[src/rtl/luks_pkg.sv]
// Shared definitions for the LUKS sensor responder: FSM encoding, frame header
// constant and frame-length helper.
package luks_pkg;

    typedef enum logic [1:0] {
        ST_IDLE  = 2'd0,
        ST_SHIFT = 2'd1,
        ST_TAIL  = 2'd2
    } luks_state_e;

    localparam logic [3:0] LUKS_HEADER = 4'b0000;

    function automatic int frame_len(input int data_w);
        return data_w + 4;
    endfunction

endpackage

[src/rtl/luks_sync.sv]
// Multi-flop synchronizer for one asynchronous input, plus a one-cycle-delayed
// copy of the synchronized level so the parent can detect edges.
module luks_sync #(
    parameter int STAGES = 2
) (
    input  logic clk,
    input  logic rst_n,
    input  logic d_i,
    output logic lvl_o,
    output logic prev_o
);

    logic [STAGES-1:0] sync_q;
    logic              prev_q;

    always_ff @(posedge clk) begin
        if (!rst_n) begin
            sync_q <= '1;
            prev_q <= 1'b1;
        end else begin
            sync_q <= {sync_q[STAGES-2:0], d_i};
            prev_q <= sync_q[STAGES-1];
        end
    end

    assign lvl_o  = sync_q[STAGES-1];
    assign prev_o = prev_q;

endmodule

[src/rtl/luks_sensor_responder.sv]
// SPI mode-0 responder returning a header-prefixed sensor sample per frame.
// Optional feature: define LUKS_SENSOR_RAMP_EN to send a ramp counter when no fresh sample is held.
module luks_sensor_responder
    import luks_pkg::*;
#(
    parameter int DATA_W      = 12,
    parameter int SYNC_STAGES = 2
) (
    input  logic              clk,
    input  logic              rst_n,
    input  logic              cs_n,
    input  logic              sclk,
    output logic              miso,
    output logic              miso_oe,
    input  logic [DATA_W-1:0] sample_in,
    input  logic              sample_valid,
    output logic              sample_ready,
    output logic              frame_done,
    output logic              frame_abort
);

    localparam int FRAME_W = frame_len(DATA_W);
    localparam int CNT_W   = $clog2(FRAME_W + 1);

    logic cs_lvl, cs_prev, sclk_lvl, sclk_prev;

    luks_sync #(.STAGES(SYNC_STAGES)) u_cs_sync (
        .clk    (clk),
        .rst_n  (rst_n),
        .d_i    (cs_n),
        .lvl_o  (cs_lvl),
        .prev_o (cs_prev)
    );

    luks_sync #(.STAGES(SYNC_STAGES)) u_sclk_sync (
        .clk    (clk),
        .rst_n  (rst_n),
        .d_i    (sclk),
        .lvl_o  (sclk_lvl),
        .prev_o (sclk_prev)
    );

    logic cs_fall, cs_rise, sclk_fall;
    assign cs_fall   =  cs_prev & ~cs_lvl;
    assign cs_rise   = ~cs_prev &  cs_lvl;
    assign sclk_fall =  sclk_prev & ~sclk_lvl;

    luks_state_e        state_q, state_d;
    logic [FRAME_W-1:0] shift_q, shift_d;
    logic [CNT_W-1:0]   cnt_q, cnt_d;
    logic [DATA_W-1:0]  hold_q, hold_d;
    logic               full_q, full_d;
    logic               armed_q, armed_d;
    logic [SYNC_STAGES-1:0] settle_q, settle_d;
    logic               done_q, done_d;
    logic               abort_q, abort_d;
`ifdef LUKS_SENSOR_RAMP_EN
    logic [DATA_W-1:0]  ramp_q, ramp_d;
`endif

    logic              accept, frame_load;
    logic [DATA_W-1:0] send_val;

    assign accept     = sample_valid & ~full_q;
    // A frame may only start once cs_n has been seen high on genuinely sampled
    // data, so a chip select already low across reset never starts a frame.
    assign frame_load = (state_q == ST_IDLE) & cs_fall & armed_q;
`ifdef LUKS_SENSOR_RAMP_EN
    assign send_val   = full_q ? hold_q : ramp_q;
`else
    assign send_val   = hold_q;
`endif

    always_comb begin
        state_d  = state_q;
        shift_d  = shift_q;
        cnt_d    = cnt_q;
        hold_d   = hold_q;
        full_d   = full_q;
        done_d   = 1'b0;
        abort_d  = 1'b0;
        settle_d = {settle_q[SYNC_STAGES-2:0], 1'b1};
        armed_d  = armed_q | (settle_q[SYNC_STAGES-1] & cs_lvl);
`ifdef LUKS_SENSOR_RAMP_EN
        ramp_d   = ramp_q;
`endif
        case (state_q)
            ST_IDLE: begin
                if (frame_load) begin
                    shift_d = {LUKS_HEADER, send_val};
                    cnt_d   = '0;
                    full_d  = 1'b0;
                    state_d = ST_SHIFT;
`ifdef LUKS_SENSOR_RAMP_EN
                    if (!full_q) ramp_d = ramp_q + 1'b1;
`endif
                end
            end
            ST_SHIFT: begin
                if (cs_rise) begin
                    abort_d = 1'b1;
                    shift_d = '0;
                    cnt_d   = '0;
                    state_d = ST_IDLE;
                end else if (sclk_fall) begin
                    shift_d = {shift_q[FRAME_W-2:0], 1'b0};
                    cnt_d   = cnt_q + 1'b1;
                    if (cnt_q == CNT_W'(FRAME_W - 1)) state_d = ST_TAIL;
                end
            end
            ST_TAIL: begin
                if (cs_rise) begin
                    done_d  = 1'b1;
                    cnt_d   = '0;
                    state_d = ST_IDLE;
                end
            end
            default: state_d = ST_IDLE;
        endcase
        // Accept after the load so a same-cycle load sends the old value.
        if (accept) begin
            hold_d = sample_in;
            full_d = 1'b1;
        end
    end

    always_ff @(posedge clk) begin
        if (!rst_n) begin
            state_q  <= ST_IDLE;
            shift_q  <= '0;
            cnt_q    <= '0;
            hold_q   <= '0;
            full_q   <= 1'b0;
            armed_q  <= 1'b0;
            settle_q <= '0;
            done_q   <= 1'b0;
            abort_q  <= 1'b0;
`ifdef LUKS_SENSOR_RAMP_EN
            ramp_q   <= '0;
`endif
        end else begin
            state_q  <= state_d;
            shift_q  <= shift_d;
            cnt_q    <= cnt_d;
            hold_q   <= hold_d;
            full_q   <= full_d;
            armed_q  <= armed_d;
            settle_q <= settle_d;
            done_q   <= done_d;
            abort_q  <= abort_d;
`ifdef LUKS_SENSOR_RAMP_EN
            ramp_q   <= ramp_d;
`endif
        end
    end

    assign miso         = (state_q == ST_SHIFT) & shift_q[FRAME_W-1];
    assign miso_oe      = (state_q != ST_IDLE);
    assign sample_ready = ~full_q;
    assign frame_done   = done_q;
    assign frame_abort  = abort_q;

endmodule

[config.mk]
export PLATFORM = sky130hd
export DESIGN_NAME = luks_sensor_responder
export DESIGN_NICKNAME = d
export VERILOG_FILES = /design/src/rtl/luks_pkg.sv /design/src/rtl/luks_sync.sv /design/src/rtl/luks_sensor_responder.sv
export SDC_FILE = /design/constraint.sdc
export NUM_CORES = 1
export LEC_CHECK = 0
export ABC_AREA = 1
export ABC_CLOCK_PERIOD_IN_PS = 1700
export BUFFER_PORTS_ARGS = -buffer_cell sky130_fd_sc_hd__buf_4
export CORE_MARGIN = 1.5
export CORE_UTILIZATION = 57
export DETAILED_ROUTE_END_ITERATION = 6
export PLACE_DENSITY_LB_ADDON = 0.3
export REMOVE_ABC_BUFFERS = 1
export SYNTH_ARGS = -nofsm -noshare
export SYNTH_HDL_FRONTEND = slang
export SYNTH_HIERARCHICAL = 1
export SYNTH_SLANG_ARGS = --single-unit
[constraint.sdc]
create_clock -name clk -period 1.7 [get_ports clk]
set_input_delay 0.17 -clock clk [delete_from_list [all_inputs] [get_ports clk]]
set_output_delay 0.17 -clock clk [all_outputs]
set_load 0.01 [all_outputs]
### Word level (Yosys, flattened, before mapping)

Cells that the tools add are included.

| storage, ports and cells | value |
|---|---|
| flip-flop bits (word level) | 47 |
| bits of input ports | 17 |
| output and inout port bits | 5 |
| logic and storage cells | 67 |

| cells by class | value |
|---|---|
| add/subtract/negate cells | 1 |
| equality and inequality tests | 7 |
| multiplexer cells | 20 |
| bitwise operators | 13 |
| reductions and logical operators | 12 |

Operators by type and width:

| cell | count |
|---|---|
| $mux 16 | 3 |
| $pmux 16 s2 | 1 |
| $mux 5 | 4 |
| $pmux 5 s3 | 1 |
| $mux 2 | 5 |
| $and 1x1->1 | 8 |
| $reduce_and 4->1 | 2 |
| $reduce_bool 2->1 | 4 |
| $ne 3x3->1 const B | 2 |
| $pmux 2 s3 | 1 |
| $reduce_and 2->1 | 3 |
| $add 5x1->5 const B | 1 |
| $eq 5x4->1 const B | 1 |
| $mux 1 | 5 |
| $ne 2x2->1 const B | 2 |
| $not 1->1 | 4 |
| $reduce_and 3->1 | 1 |
| $reduce_bool 3->1 | 1 |
| $eq 2x1->1 const B | 1 |
| $eq 2x2->1 const B | 1 |
| $logic_not 2->1 | 1 |
| $or 1x1->1 | 1 |

### Depth between registers and ports, before layout

Gate-level depths: netlist (run 1).

| depth | value |
|---|---|
| word-level depth | 7 |
| depth in mapped cells | 9 |
| gate-level depth less buffers | 9 |

### By module

Netlist (run 1), hierarchy kept.

By module, submodules not included:

| module | instances | cells each | area each (sq um) | sequential area each (sq um) |
|---|---|---|---|---|
| luks_sensor_responder | 1 | 266 | 1,863.0 | 820.8 |
| luks_sync | 2 | 9 | 82.6 | 60.1 |

### Least setup slack after synthesis (run 1)

No wires, ideal clock.

| timing | value |
|---|---|
| path kind | register to register |
| from | register cnt_q[0] |
| to | register state_q[1] |
| library setup time | 70 ps |
| data arrival time | 1,183 ps |
| required time | 1,630 ps |
| setup slack | 447 ps |
| stages on the path, launching flop included | 9 |
| path buffers | 0 |
| clock period less this slack | 1,253 ps |
| cell sequence | dfxtp_1 ha_1 nand2_1 nor2_1 ha_1 inv_1 o21ai_0 nand3b_1 a21oi_1 |

| between the ends | value |
|---|---|
| cells in the longest elaborated chain, start to end | 3 |

RTL lines:

| item | line | RTL |
|---|---|---|
| start, declared | luks_sensor_responder.sv:50 | `logic [CNT_W-1:0] cnt_q, cnt_d;` |
| start signal, assigned | luks_sensor_responder.sv:144 | `cnt_q <= cnt_d;` |
| $eq 5x4->1 | luks_sensor_responder.sv:108 | `if (cnt_q == CNT_W'(FRAME_W - 1)) state_d = ST_TAIL;` |
| $ne 3x3->1 (no line) | n/a |  |
| $reduce_and 4->1 (no line) | n/a |  |
| end signal, assigned | luks_sensor_responder.sv:142 | `state_q <= state_d;` |
| end, declared | luks_sensor_responder.sv:48 | `luks_state_e state_q, state_d;` |

No other way between the ends.
A chain may end at the register's enable or synchronous reset.

### Final worst setup path (run 1)

| timing | value |
|---|---|
| from | register state_q[1] |
| to | output port miso |

| between the ends | value |
|---|---|
| cells in the longest elaborated chain, start to end | 2 |

RTL lines:

| item | line | RTL |
|---|---|---|
| $eq 2x1->1 | luks_sensor_responder.sv:157 | `assign miso = (state_q == ST_SHIFT) & shift_q[FRAME_W-1];` |
| $and 1x1->1 | luks_sensor_responder.sv:157 |  |
| end, declared | luks_sensor_responder.sv:13 | `output logic miso,` |

No other way between the ends.

==> flow_metrics.env, run 1 <==
export IMPL_maximum_number_of_pins_on_one_net_before_global_route_repair=27
export IMPL_rsz_0062_raised_after_global_routing="false"
export IMPL_cts_inserted_buffers=5
export IMPL_crit_path_frequent_cell="sky130_fd_sc_hd__buf_4"
export IMPL_hold_class="input pin to flop"
export IMPL_post_synth_num_cell_types=23
export IMPL_timing_final_hold_violations=0
export IMPL_vert_die_dim_um=62.7
export IMPL_antenna_found_initial=0
export IMPL_post_synthesis_simple_gate_area_fraction=0.325
export IMPL_detailroute_via_count=1699
export IMPL_postPlaceCellArea_sq_mm=0.00221
export IMPL_startpoint_type="flop"
export IMPL_post_route_drc_count=0
export IMPL_power_leakage_nw=1.14
export IMPL_critical_path_arrival_ns=1.41
export IMPL_place_hpwl_um=2560
export IMPL_std_cell_rows=21
export IMPL_route_antenna_remaining_nets=0
export IMPL_clkTransAtPathRegs_ns=0.13
export IMPL_grt_pass1_wl_um=6330
export IMPL_synth_adder_area_share=0.0123
export IMPL_syn_to_final_growth_pct=12.4
export IMPL_clk_root_buffer_cell="sky130_fd_sc_hd__clkbuf_4"
export IMPL_combinational_family_with_the_most_area_after_synthesis="simple AND/OR/NAND/NOR gates"
export IMPL_synth_cells=284
export IMPL_clock_tree_buffer_depth=2
export IMPL_synth_ff_latch_count=47
export IMPL_power_share_combinational=0.111
export IMPL_timing_critical_path_slowest_cell_delay_ns=0.44
export IMPL_io_buffer_count=21
export IMPL_final_period_minus_worst_setup_slack_ns=1.58
export IMPL_hold_worst_slack_ns=0.0299
export IMPL_internal_power_mw=1.40
export IMPL_fp_dieArea_sq_mm=0.00393
export IMPL_first_pass_iters=4
export IMPL_clock_insertion_delay_worst_skew_ns=0.36
export IMPL_initial_core_util=0.603
export IMPL_cts_sink_count=47
export IMPL_critical_path_required_ns=1.53
export IMPL_critical_path_top_delay_family="flip-flops"
export IMPL_synth_area_mux_share=0
export IMPL_synth_area_in_compound_gates=0.0913
export IMPL_yosys_warnings=6
export IMPL_post_drt_via_cell_ratio=4.77
export IMPL_worst_slew_pin_slew_ns=0.305
export IMPL_wirelength_um=3580
export IMPL_routedWlPerCell_um=10.1
export IMPL_netSwitchingPower_uw=483
export IMPL_grt_pass1_vias=1534
export IMPL_finalSetupViolations=0
export IMPL_grt_remaining_overflow=0
export IMPL_report_power_total_mw=1.88
export IMPL_max_freq_mhz=631
export IMPL_die_w_um=62.7
export IMPL_crit_slowest_cell="sky130_fd_sc_hd__dfxtp_2"
export IMPL_final_worst_path_cycle_share=0.932
export IMPL_final_setup_tns_ns=0
export IMPL_syn_cell_area_sq_mm=0.00203
export IMPL_detail_route_iter0_violations=50
export IMPL_pwr_share_clk=0.263
export IMPL_power_switching_share=0.257
export IMPL_ir_drop_v=0.000716
export IMPL_outcome="finished clean"
export IMPL_gpl_final_weighted_congestion=0.768
export IMPL_maxSlewHeadroom=0.795
export IMPL_timing_final_max_slew_violations=0
export IMPL_layout_drive_gt1_share=0.158
export IMPL_core_area_sq_mm=0.00336
export IMPL_maxCapViolations=0
export IMPL_postSynthAreaPerCell_sq_um=7.14
export IMPL_worst_setup_path_end_kind="output pin"
export IMPL_critical_path_cell_chain="inv_1, nand2_1, buf_4, nor2_1, buf_4"
export IMPL_fin_util=0.678
export IMPL_num_antenna_cells=0
export IMPL_path_buf_inv=3
export IMPL_number_of_setup_buffers_added_after_cts=0
export IMPL_path_max_fanout=10
export IMPL_worst_setup_path_type="flop to output pin"
export IMPL_post_route_standard_cell_area_excluding_fillers_sq_mm=0.00228
export IMPL_cts_tree="yes"
export IMPL_pwr_density_cell_mw_per_mm2=826
export IMPL_xor_and_xnor_area_share_after_synthesis=0
export IMPL_grt_use_total=0.205
export IMPL_cts_htree_levels=2
export IMPL_top_level_ports=22
export IMPL_clock_skew_ns=0.00675
export IMPL_layout_nets=328
export IMPL_synth_sequential_area_ratio=0.464
export IMPL_seq_power_share=0.626
## layer usage
metal | track usage | part of all wire | routed length, um | up-vias
met5 | 0 | 0 | 0 | -
met3 | 0.0595 | 0.045 | 161 | 8
met1 | 0.242 | 0.50 | 1790 | 736
met4 | 0.0889 | 0.018 | 66 | 0
met2 | 0.345 | 0.44 | 1570 | 40
li1 | - | - | - | 915
## worst register-to-register path: stages (launching register included)
cell and delay, ns:
sky130_fd_sc_hd__dfxtp_1 0.46, sky130_fd_sc_hd__inv_2 0.09, sky130_fd_sc_hd__nor2_8 0.15, sky130_fd_sc_hd__nand3_4 0.14, sky130_fd_sc_hd__nand2_4 0.23, sky130_fd_sc_hd__inv_1 0.14, sky130_fd_sc_hd__nor2_1 0.10, sky130_fd_sc_hd__nor2_1 0.05
## cell families (layout without fill, tap and decap cells)
group,Yosys count,in the layout
simple gates,150,150
buf+inv,49,75
fa+ha+maj,2,2
compound gates,36,36
flops,47,47
## cells in the final DEF (no fill, tap or decap), types with 2 or more instances in the layout
cell type,netlist,routed
sky130_fd_sc_hd__nor2_1,63,63
sky130_fd_sc_hd__nor2_2,2,2
sky130_fd_sc_hd__nand2_4,3,3
sky130_fd_sc_hd__nand2_2,4,4
sky130_fd_sc_hd__dfxtp_1,47,46
sky130_fd_sc_hd__buf_4,3,25
sky130_fd_sc_hd__inv_2,2,2
sky130_fd_sc_hd__a21oi_1,9,9
sky130_fd_sc_hd__o21ai_0,23,23
sky130_fd_sc_hd__ha_1,2,2
sky130_fd_sc_hd__inv_1,38,38
sky130_fd_sc_hd__o22ai_1,4,4
sky130_fd_sc_hd__nand3_1,8,8
sky130_fd_sc_hd__clkinv_2,0,3
sky130_fd_sc_hd__dlygate4sd3_1,0,2
sky130_fd_sc_hd__clkbuf_4,0,5
sky130_fd_sc_hd__nand2_1,63,63
## layout make-up
class                      count  area (sq um)
clock inverter                 3          15.0
inverter                      40           150
sequential                    47           942
tap                           46          57.6
fill                         313          1080
clock buffer                   5          37.5
timing repair buffer          27           208
multi-input combinational    188           870
## sequential cells by signal, summed over array words and instances, names as in the netlist
register / count
armed_q: 1
cnt_q: 5
frame_abort: 1
frame_done: 1
full_q: 1
hold_q: 12
settle_q: 2
shift_q: 16
state_q: 2
u_cs_sync/prev_o: 1
u_cs_sync/sync_q: 2
u_sclk_sync/prev_o: 1
u_sclk_sync/sync_q: 2
## repair_timing
item                                    4_1_cts  5_1_grt
hold buffers                                  2        0
resized for setup                             1        0
endpoints found under the setup margin        1        0
hold endpoints to repair                      2        0
## final timing paths
kind | start | end | slack (ns) | depth (start not counted)
min reg2reg | u_cs_sync/sync_q[0] | u_cs_sync/sync_q[1] | 0.42 | 2
max | state_q[1] | miso | 0.12 | 5
max reg2reg | state_q[0] | shift_q[13] | 0.23 | 7
min | rst_n | settle_q[0] | 0.03 | 1
## power by group through the flow
stage          clock, mW  sequential [mW]  combinational (mW)
3_3_place_gp           0             1.20               0.201
2_1_floorplan          0             1.20               0.128
3_5_place_dp           0             1.20               0.205
6_report           0.496             1.18               0.208
5_1_grt            0.563             1.19               0.244
4_1_cts            0.514             1.18               0.210
## cell usage after synthesis
cell type / count / area [sq um]
sky130_fd_sc_hd__nand2_1: 63 / 236
sky130_fd_sc_hd__nor2_1: 63 / 236
sky130_fd_sc_hd__dfxtp_1: 47 / 941
sky130_fd_sc_hd__inv_1: 38 / 143
sky130_fd_sc_hd__o21ai_0: 23 / 115
sky130_fd_sc_hd__a21oi_1: 9 / 45.0
sky130_fd_sc_hd__nand3_1: 8 / 40.0
sky130_fd_sc_hd__nand2_2: 4 / 25.0
sky130_fd_sc_hd__o22ai_1: 4 / 25.0
sky130_fd_sc_hd__buf_4: 3 / 22.5
sky130_fd_sc_hd__buf_6: 3 / 33.8
sky130_fd_sc_hd__clkbuf_1: 3 / 11.3
sky130_fd_sc_hd__nand2_4: 3 / 33.8
sky130_fd_sc_hd__ha_1: 2 / 25.0
sky130_fd_sc_hd__inv_2: 2 / 7.51
sky130_fd_sc_hd__nor2_2: 2 / 12.5
sky130_fd_sc_hd__nand3_4: 1 / 17.5
sky130_fd_sc_hd__nand3b_1: 1 / 7.51
sky130_fd_sc_hd__nand4_2: 1 / 12.5
sky130_fd_sc_hd__nor2_8: 1 / 20.0
sky130_fd_sc_hd__nor3_1: 1 / 5.00
sky130_fd_sc_hd__nor4_1: 1 / 6.26
sky130_fd_sc_hd__or2_2: 1 / 6.26
## metrics by stage
stage | cells | setup WS [ns]
after CTS | 356 | 0.102
after floorplan | 275 | 0.263
final | 356 | 0.116
after global placement | 346 | 0.305
after global routing | 356 | 0.0227
after detailed placement | 346 | 0.262
Power figures use the tool's default switching activity.
==> inputs of run 2 (changes only) <==
CAP_MARGIN = 20   (was unset)
SETUP_SLACK_MARGIN = 0.15   (was unset)
==> flow_metrics.env, run 2 (synthesis results as in run 1) <==
export IMPL_outcome="finished clean"
export IMPL_report_power_total_mw=1.88
export IMPL_holdCritStartpoint="rst_n"
export IMPL_worst_r2r_setup_slack_ns=0.29
export IMPL_worst_r2r_cell_count=7
export IMPL_path_max_fanout=10
export IMPL_wirelength_um=3580
export IMPL_maxSlewHeadroom=0.802
export IMPL_holdPathStages=1
export IMPL_place_hpwl_um=2560
export IMPL_startpoint_type="flop"
export IMPL_pwr_density_cell_mw_per_mm2=819
export IMPL_power_leakage_nw=1.14
export IMPL_num_antenna_cells=0
export IMPL_hold_worst_slack_ns=0.0309
export IMPL_routedWlPerCell_um=10.1
export IMPL_post_route_drc_count=0
export IMPL_cts_tree="yes"
export IMPL_die_w_um=62.7
export IMPL_timing_final_max_slew_violations=0
export IMPL_vert_die_dim_um=62.7
export IMPL_critical_path_required_ns=1.53
export IMPL_final_setup_tns_ns=0
export IMPL_grt_busiest_layer="met2"
export IMPL_max_freq_mhz=693
export IMPL_route_antenna_remaining_nets=0
export IMPL_io_buffer_count=21
export IMPL_core_area_sq_mm=0.00336
export IMPL_worst_setup_path_end_kind="output pin"
export IMPL_globalRouteMet3Util=0.0595
export IMPL_finalSetupViolations=0
export IMPL_fp_dieArea_sq_mm=0.00393
export IMPL_maximum_number_of_pins_on_one_net_before_global_route_repair=27
export IMPL_critical_path_arrival_ns=1.27
export IMPL_layout_commonest_cell="sky130_fd_sc_hd__nor2_1"
export IMPL_registers_top_by_ff_count="shift_q"
export IMPL_detailroute_via_count=1687
export IMPL_rsz_0062_raised_after_global_routing="true"
export IMPL_mostFrequentLayoutCells="63 x sky130_fd_sc_hd__nor2_1, 62 x sky130_fd_sc_hd__nand2_1, 43 x sky130_fd_sc_hd__dfxtp_1"
export IMPL_holdPathEnd="settle_q[0]"
export IMPL_fin_util=0.684
export IMPL_worstReg2RegStart="u_cs_sync/sync_q[1]"
export IMPL_grt_pass1_vias=1537
export IMPL_worst_setup_path_type="flop to output pin"
export IMPL_timing_final_hold_violations=0
export IMPL_cp_startpoint="state_q[1]"
export IMPL_layout_drive_gt1_share=0.174
export IMPL_worst_slew_pin_slew_ns=0.294
export IMPL_final_worst_path_cycle_share=0.849
export IMPL_top_level_ports=22
export IMPL_number_of_flip_flops_in_the_largest_register=16
export IMPL_initial_core_util=0.603
export IMPL_grt_pass1_wl_um=6390
export IMPL_grt_remaining_overflow=0
export IMPL_grt_use_total=0.207
export IMPL_maxCapViolations=0
export IMPL_antenna_found_initial=0
export IMPL_timing_rr_end="cnt_q[0]"
export IMPL_clock_tree_buffer_depth=2
export IMPL_reg_largest_list="shift_q x16, hold_q x12, cnt_q x5"
export IMPL_layout_nets=328
export IMPL_clock_insertion_delay_worst_skew_ns=0.36
export IMPL_cts_inserted_buffers=5
export IMPL_syn_to_final_growth_pct=13.4
export IMPL_first_pass_iters=4
export IMPL_cts_sink_count=47
export IMPL_clkTransAtPathRegs_ns=0.13
export IMPL_detail_route_iter0_violations=60
export IMPL_post_drt_via_cell_ratio=4.74
export IMPL_clock_skew_ns=0.00661
export IMPL_final_period_minus_worst_setup_slack_ns=1.44
export IMPL_grt_use_met2=0.353
export IMPL_hold_class="input pin to flop"
export IMPL_globalRouteMet1Util=0.242
export IMPL_ir_drop_v=0.000717
export IMPL_number_of_setup_buffers_added_after_cts=0
export IMPL_cts_htree_levels=2
export IMPL_clk_root_buffer_cell="sky130_fd_sc_hd__clkbuf_4"
export IMPL_gpl_final_weighted_congestion=0.768
export IMPL_std_cell_rows=21
run 2: stage by stage:
stage | area, sq um | std cells | setup WS (ns)
finish | 2300 | 356 | 0.257
global route | 2300 | 356 | 0.142
CTS | 2290 | 356 | 0.167
detailed placement | 2210 | 346 | 0.262
global placement | 2210 | 346 | 0.305
floorplan | 1960 | 275 | 0.263
run 2: area by class of cell:
| type | count | area, sq um |
|---|---|---|
| fill | 311 | 1060 |
| sequential | 47 | 948 |
| multi-input combinational | 188 | 881 |
| timing repair buffer | 27 | 211 |
| inverter | 40 | 150 |
| tap | 46 | 57.6 |
| clock buffer | 5 | 37.5 |
| clock inverter | 3 | 15.0 |
run 2: worst max-delay path, stage by stage, from the launching register on:
cell                      delay (ns)
sky130_fd_sc_hd__dfxtp_4        0.40
sky130_fd_sc_hd__inv_2          0.07
sky130_fd_sc_hd__nand2_2        0.07
sky130_fd_sc_hd__buf_6          0.15
sky130_fd_sc_hd__nor2_1         0.09
sky130_fd_sc_hd__buf_4          0.12
run 2: metal layers:
layer,vias to the layer above,wire (um),part of all wire
met1,730,1760,0.49
met4,0,50,0.014
met2,35,1610,0.45
met5,-,0,0
li1,916,-,-
met3,6,163,0.046
run 2: how the worst max path moves through the flow:
| stage | endpoint | slack, ns | depth (start not counted) |
|---|---|---|---|
| floorplan | shift_q[0] | 0.26 | 7 |
| global placement | shift_q[15] | 0.31 | 7 |
| detailed placement | shift_q[0] | 0.26 | 7 |
| CTS | miso | 0.17 | 5 |
| global route | cnt_q[4] | 0.14 | 7 |
| finish | miso | 0.26 | 5 |
run 2: timing repair:
action	4_1_cts	5_1_grt
hold endpoints to repair	2	0
endpoints found under the setup margin	1	5
hold buffers	2	0
resized for setup	4	6
run 2: power breakdown:
group | leakage [nW] | switching (mW) | internal, mW
Sequential | 0.387 | 0.0233 | 1.15
Clock | 0.0347 | 0.342 | 0.154
Combinational | 0.722 | 0.119 | 0.0909
Total | 1.14 | 0.484 | 1.40
==> inputs of run 3 (changes only) <==
ABC_AREA = 0   (was 1)
ABC_CLOCK_PERIOD_IN_PS = 1200   (was 1700)
CORE_UTILIZATION = 51   (was 57)
clock period = 1.2 ns   (was 1.7 ns; I/O delays follow)
==> flow_metrics.env, run 3 <==
export IMPL_outcome="finished with violations"
export IMPL_violations="setup timing"
export IMPL_synth_sequential_area_ratio=0.482
export IMPL_layout_nets=289
export IMPL_clock_tree_buffer_depth=2
export IMPL_synth_cells_most_frequent="47 x sky130_fd_sc_hd__dfxtp_1, 28 x sky130_fd_sc_hd__a21oi_1, 28 x sky130_fd_sc_hd__nand2_1"
export IMPL_cts_htree_levels=2
export IMPL_hold_worst_slack_ns=0.0482
export IMPL_fin_util=0.801
export IMPL_first_pass_iters=5
export IMPL_post_synth_num_cell_types=40
export IMPL_post_drt_via_cell_ratio=5.99
export IMPL_synth_ff_latch_count=47
export IMPL_timing_final_max_slew_violations=0
export IMPL_worst_setup_path_type="flop to flop"
export IMPL_cts_sink_count=47
export IMPL_cts_tree="yes"
export IMPL_critical_path_arrival_ns=1.76
export IMPL_fill_cell_instance_count_of_the_final_layout=225
export IMPL_final_worst_path_cycle_share=1.27
export IMPL_number_of_flip_flops_in_the_largest_register=16
export IMPL_routedWlPerCell_um=19.0
export IMPL_grt_pass1_wl_um=8600
export IMPL_cts_inserted_buffers=5
export IMPL_power_leakage_nw=1.11
export IMPL_detail_route_iter0_violations=230
export IMPL_max_freq_mhz=654
export IMPL_maxCapViolations=0
export IMPL_fp_dieArea_sq_mm=0.00421
export IMPL_timing_critical_path_slowest_cell_delay_ns=0.43
export IMPL_detailroute_via_count=1910
export IMPL_registers_top_by_ff_count="shift_q"
export IMPL_std_cell_rows=22
export IMPL_synth_cells=212
export IMPL_postSynthAreaPerCell_sq_um=9.21
export IMPL_syn_cell_area_sq_mm=0.00195
export IMPL_io_buffer_count=21
export IMPL_core_area_sq_mm=0.00366
export IMPL_synth_edff_count=0
export IMPL_wirelength_um=6050
export IMPL_initial_core_util=0.533
export IMPL_share_of_async_settable_or_async_resettable_flops_after_synthesis=0
export IMPL_finalSetupViolations=26
export IMPL_clock_insertion_delay_worst_skew_ns=0.31
export IMPL_maximum_number_of_pins_on_one_net_before_global_route_repair=34
export IMPL_layout_drive_gt1_share=0.461
export IMPL_critical_path_required_ns=1.43
export IMPL_reg_largest_list="shift_q x16, hold_q x12, cnt_q x5"
export IMPL_syn_to_final_growth_pct=50.2
export IMPL_mostFrequentLayoutCells="41 x sky130_fd_sc_hd__dfxtp_1, 41 x sky130_fd_sc_hd__buf_4, 28 x sky130_fd_sc_hd__nand2_1"
export IMPL_route_antenna_remaining_nets=0
export IMPL_place_hpwl_um=2730
export IMPL_synthMostInstantiatedCell="sky130_fd_sc_hd__dfxtp_1"
export IMPL_clock_skew_ns=0.0110
export IMPL_crit_path_frequent_cell="sky130_fd_sc_hd__ha_4"
export IMPL_yosys_warnings=6
export IMPL_vert_die_dim_um=64.9
export IMPL_startpoint_type="flop"
export IMPL_critical_path_cell_chain="ha_4, and3_4, ha_4, or4_4, mux2i_1"
export IMPL_grt_remaining_overflow=0
export IMPL_gpl_final_weighted_congestion=0.837
export IMPL_final_setup_worst_slack_ns=-0.330
export IMPL_grt_use_total=0.271
export IMPL_preCtsSetupSlack_ns=-0.463
export IMPL_crit_slowest_cell="sky130_fd_sc_hd__or4_4"
export IMPL_pwr_density_cell_mw_per_mm2=1010
export IMPL_antenna_found_initial=0
export IMPL_worst_setup_path_end_kind="flop"
export IMPL_clk_root_buffer_cell="sky130_fd_sc_hd__clkbuf_8"
export IMPL_hold_class="input pin to flop"
export IMPL_worst_slew_pin_slew_ns=0.256
export IMPL_timing_final_hold_violations=0
export IMPL_grt_pass1_vias=1807
export IMPL_top_level_ports=22
export IMPL_path_max_fanout=2
export IMPL_synth_flop_cell="sky130_fd_sc_hd__dfxtp_1"
export IMPL_num_antenna_cells=0
export IMPL_die_w_um=64.9
export IMPL_synth_largest_area_cell="sky130_fd_sc_hd__dfxtp_1"
export IMPL_post_route_drc_count=0
export IMPL_final_period_minus_worst_setup_slack_ns=1.53
export IMPL_maxSlewHeadroom=0.829
export IMPL_ir_drop_v=0.000847
export IMPL_synth_top_area_frac=0.482
export IMPL_rsz_0062_raised_after_global_routing="true"
export IMPL_ys_top_cells_by_area="sky130_fd_sc_hd__dfxtp_1 48%, sky130_fd_sc_hd__a21oi_1 7.2%, sky130_fd_sc_hd__nand2_1 5.4%, sky130_fd_sc_hd__a22oi_1 4.2%, sky130_fd_sc_hd__a211oi_2 3.8%"
export IMPL_clkTransAtPathRegs_ns=0.10
[run 3: path summary, 6_finish.rpt]
kind	start	cells after the start	endpoint	slack (ns)
setup / recovery	cnt_q[1]	5	cnt_q[4]	-0.33
hold / removal	sample_in[10]	3	hold_q[10]	0.05
hold reg to reg	u_sclk_sync/sync_q[0]	1	u_sclk_sync/sync_q[1]	0.41
setup reg to reg	cnt_q[1]	5	cnt_q[4]	-0.33
[run 3: layout make-up]
| type | instances | area (sq um) | area share |
|---|---|---|---|
| Clock buffer | 5 | 68.8 | 0.0235 |
| Clock inverter | 3 | 18.8 | 0.00640 |
| Inverter | 4 | 17.5 | 0.00597 |
| Multi-Input combinational cell | 146 | 1160 | 0.394 |
| Sequential cell | 47 | 953 | 0.325 |
| Tap cell | 48 | 60.1 | 0.0205 |
| Timing Repair Buffer | 66 | 658 | 0.224 |
[run 3: power by group]
part           internal (mW)  switching (mW)
registers               1.61          0.0372
logic                  0.178           0.178
clock network          0.411           0.556
[run 3: cell families (layout without fill, tap and decap cells)]
logic type	count (synthesis)	in the layout	synth area share
DFF	47	47	0.482
AOI/OAI and AO/OA	70	70	0.248
muxes	2	2	0.0103
and+or+nand+nor	72	72	0.196
buffers and inverters	19	78	0.0512
adders and majority gates	2	2	0.0128
[run 3: per-stage QoR]
stage / cells / instance area, sq um / power [mW] / TNS, ns
6_report: 319 / 2930 / 2.97 / -5.62
5_1_grt: 319 / 2930 / 3.06 / -6.38
4_1_cts: 316 / 2810 / 2.92 / -4.25
3_5_place_dp: 299 / 2370 / 1.95 / -6.00
3_3_place_gp: 299 / 2370 / 1.94 / -5.52
2_1_floorplan: 197 / 1870 / 1.81 / -12.93
[run 3: timing repair]
action / 4_1_cts / 5_1_grt
pin swaps: 26 / 7
gates cloned: 2 / 0
hold buffers: 2 / 0
buffers inserted: 5 / 3
hold endpoints to repair: 2 / 0
gates resized for setup: 58 / 26
setup endpoints to repair: 27 / 30
[run 3: critical path, delay by kind of cell (launching register included)]
kind / cells / cell delay, ns
adder cells (fa/ha/maj): 2 / 0.36
multiplexers: 1 / 0.15
AND/OR/NAND/NOR: 2 / 0.61
flip-flops: 1 / 0.34
[run 3: metal layers]
layer | track usage | share of wire | up-vias | wire length [um]
met5 | 0 | 0 | - | 0
met4 | 0.125 | 0.037 | 0 | 226
met3 | 0.0642 | 0.070 | 26 | 423
met2 | 0.447 | 0.48 | 103 | 2920
met1 | 0.332 | 0.41 | 906 | 2480
li1 | - | - | 875 | -
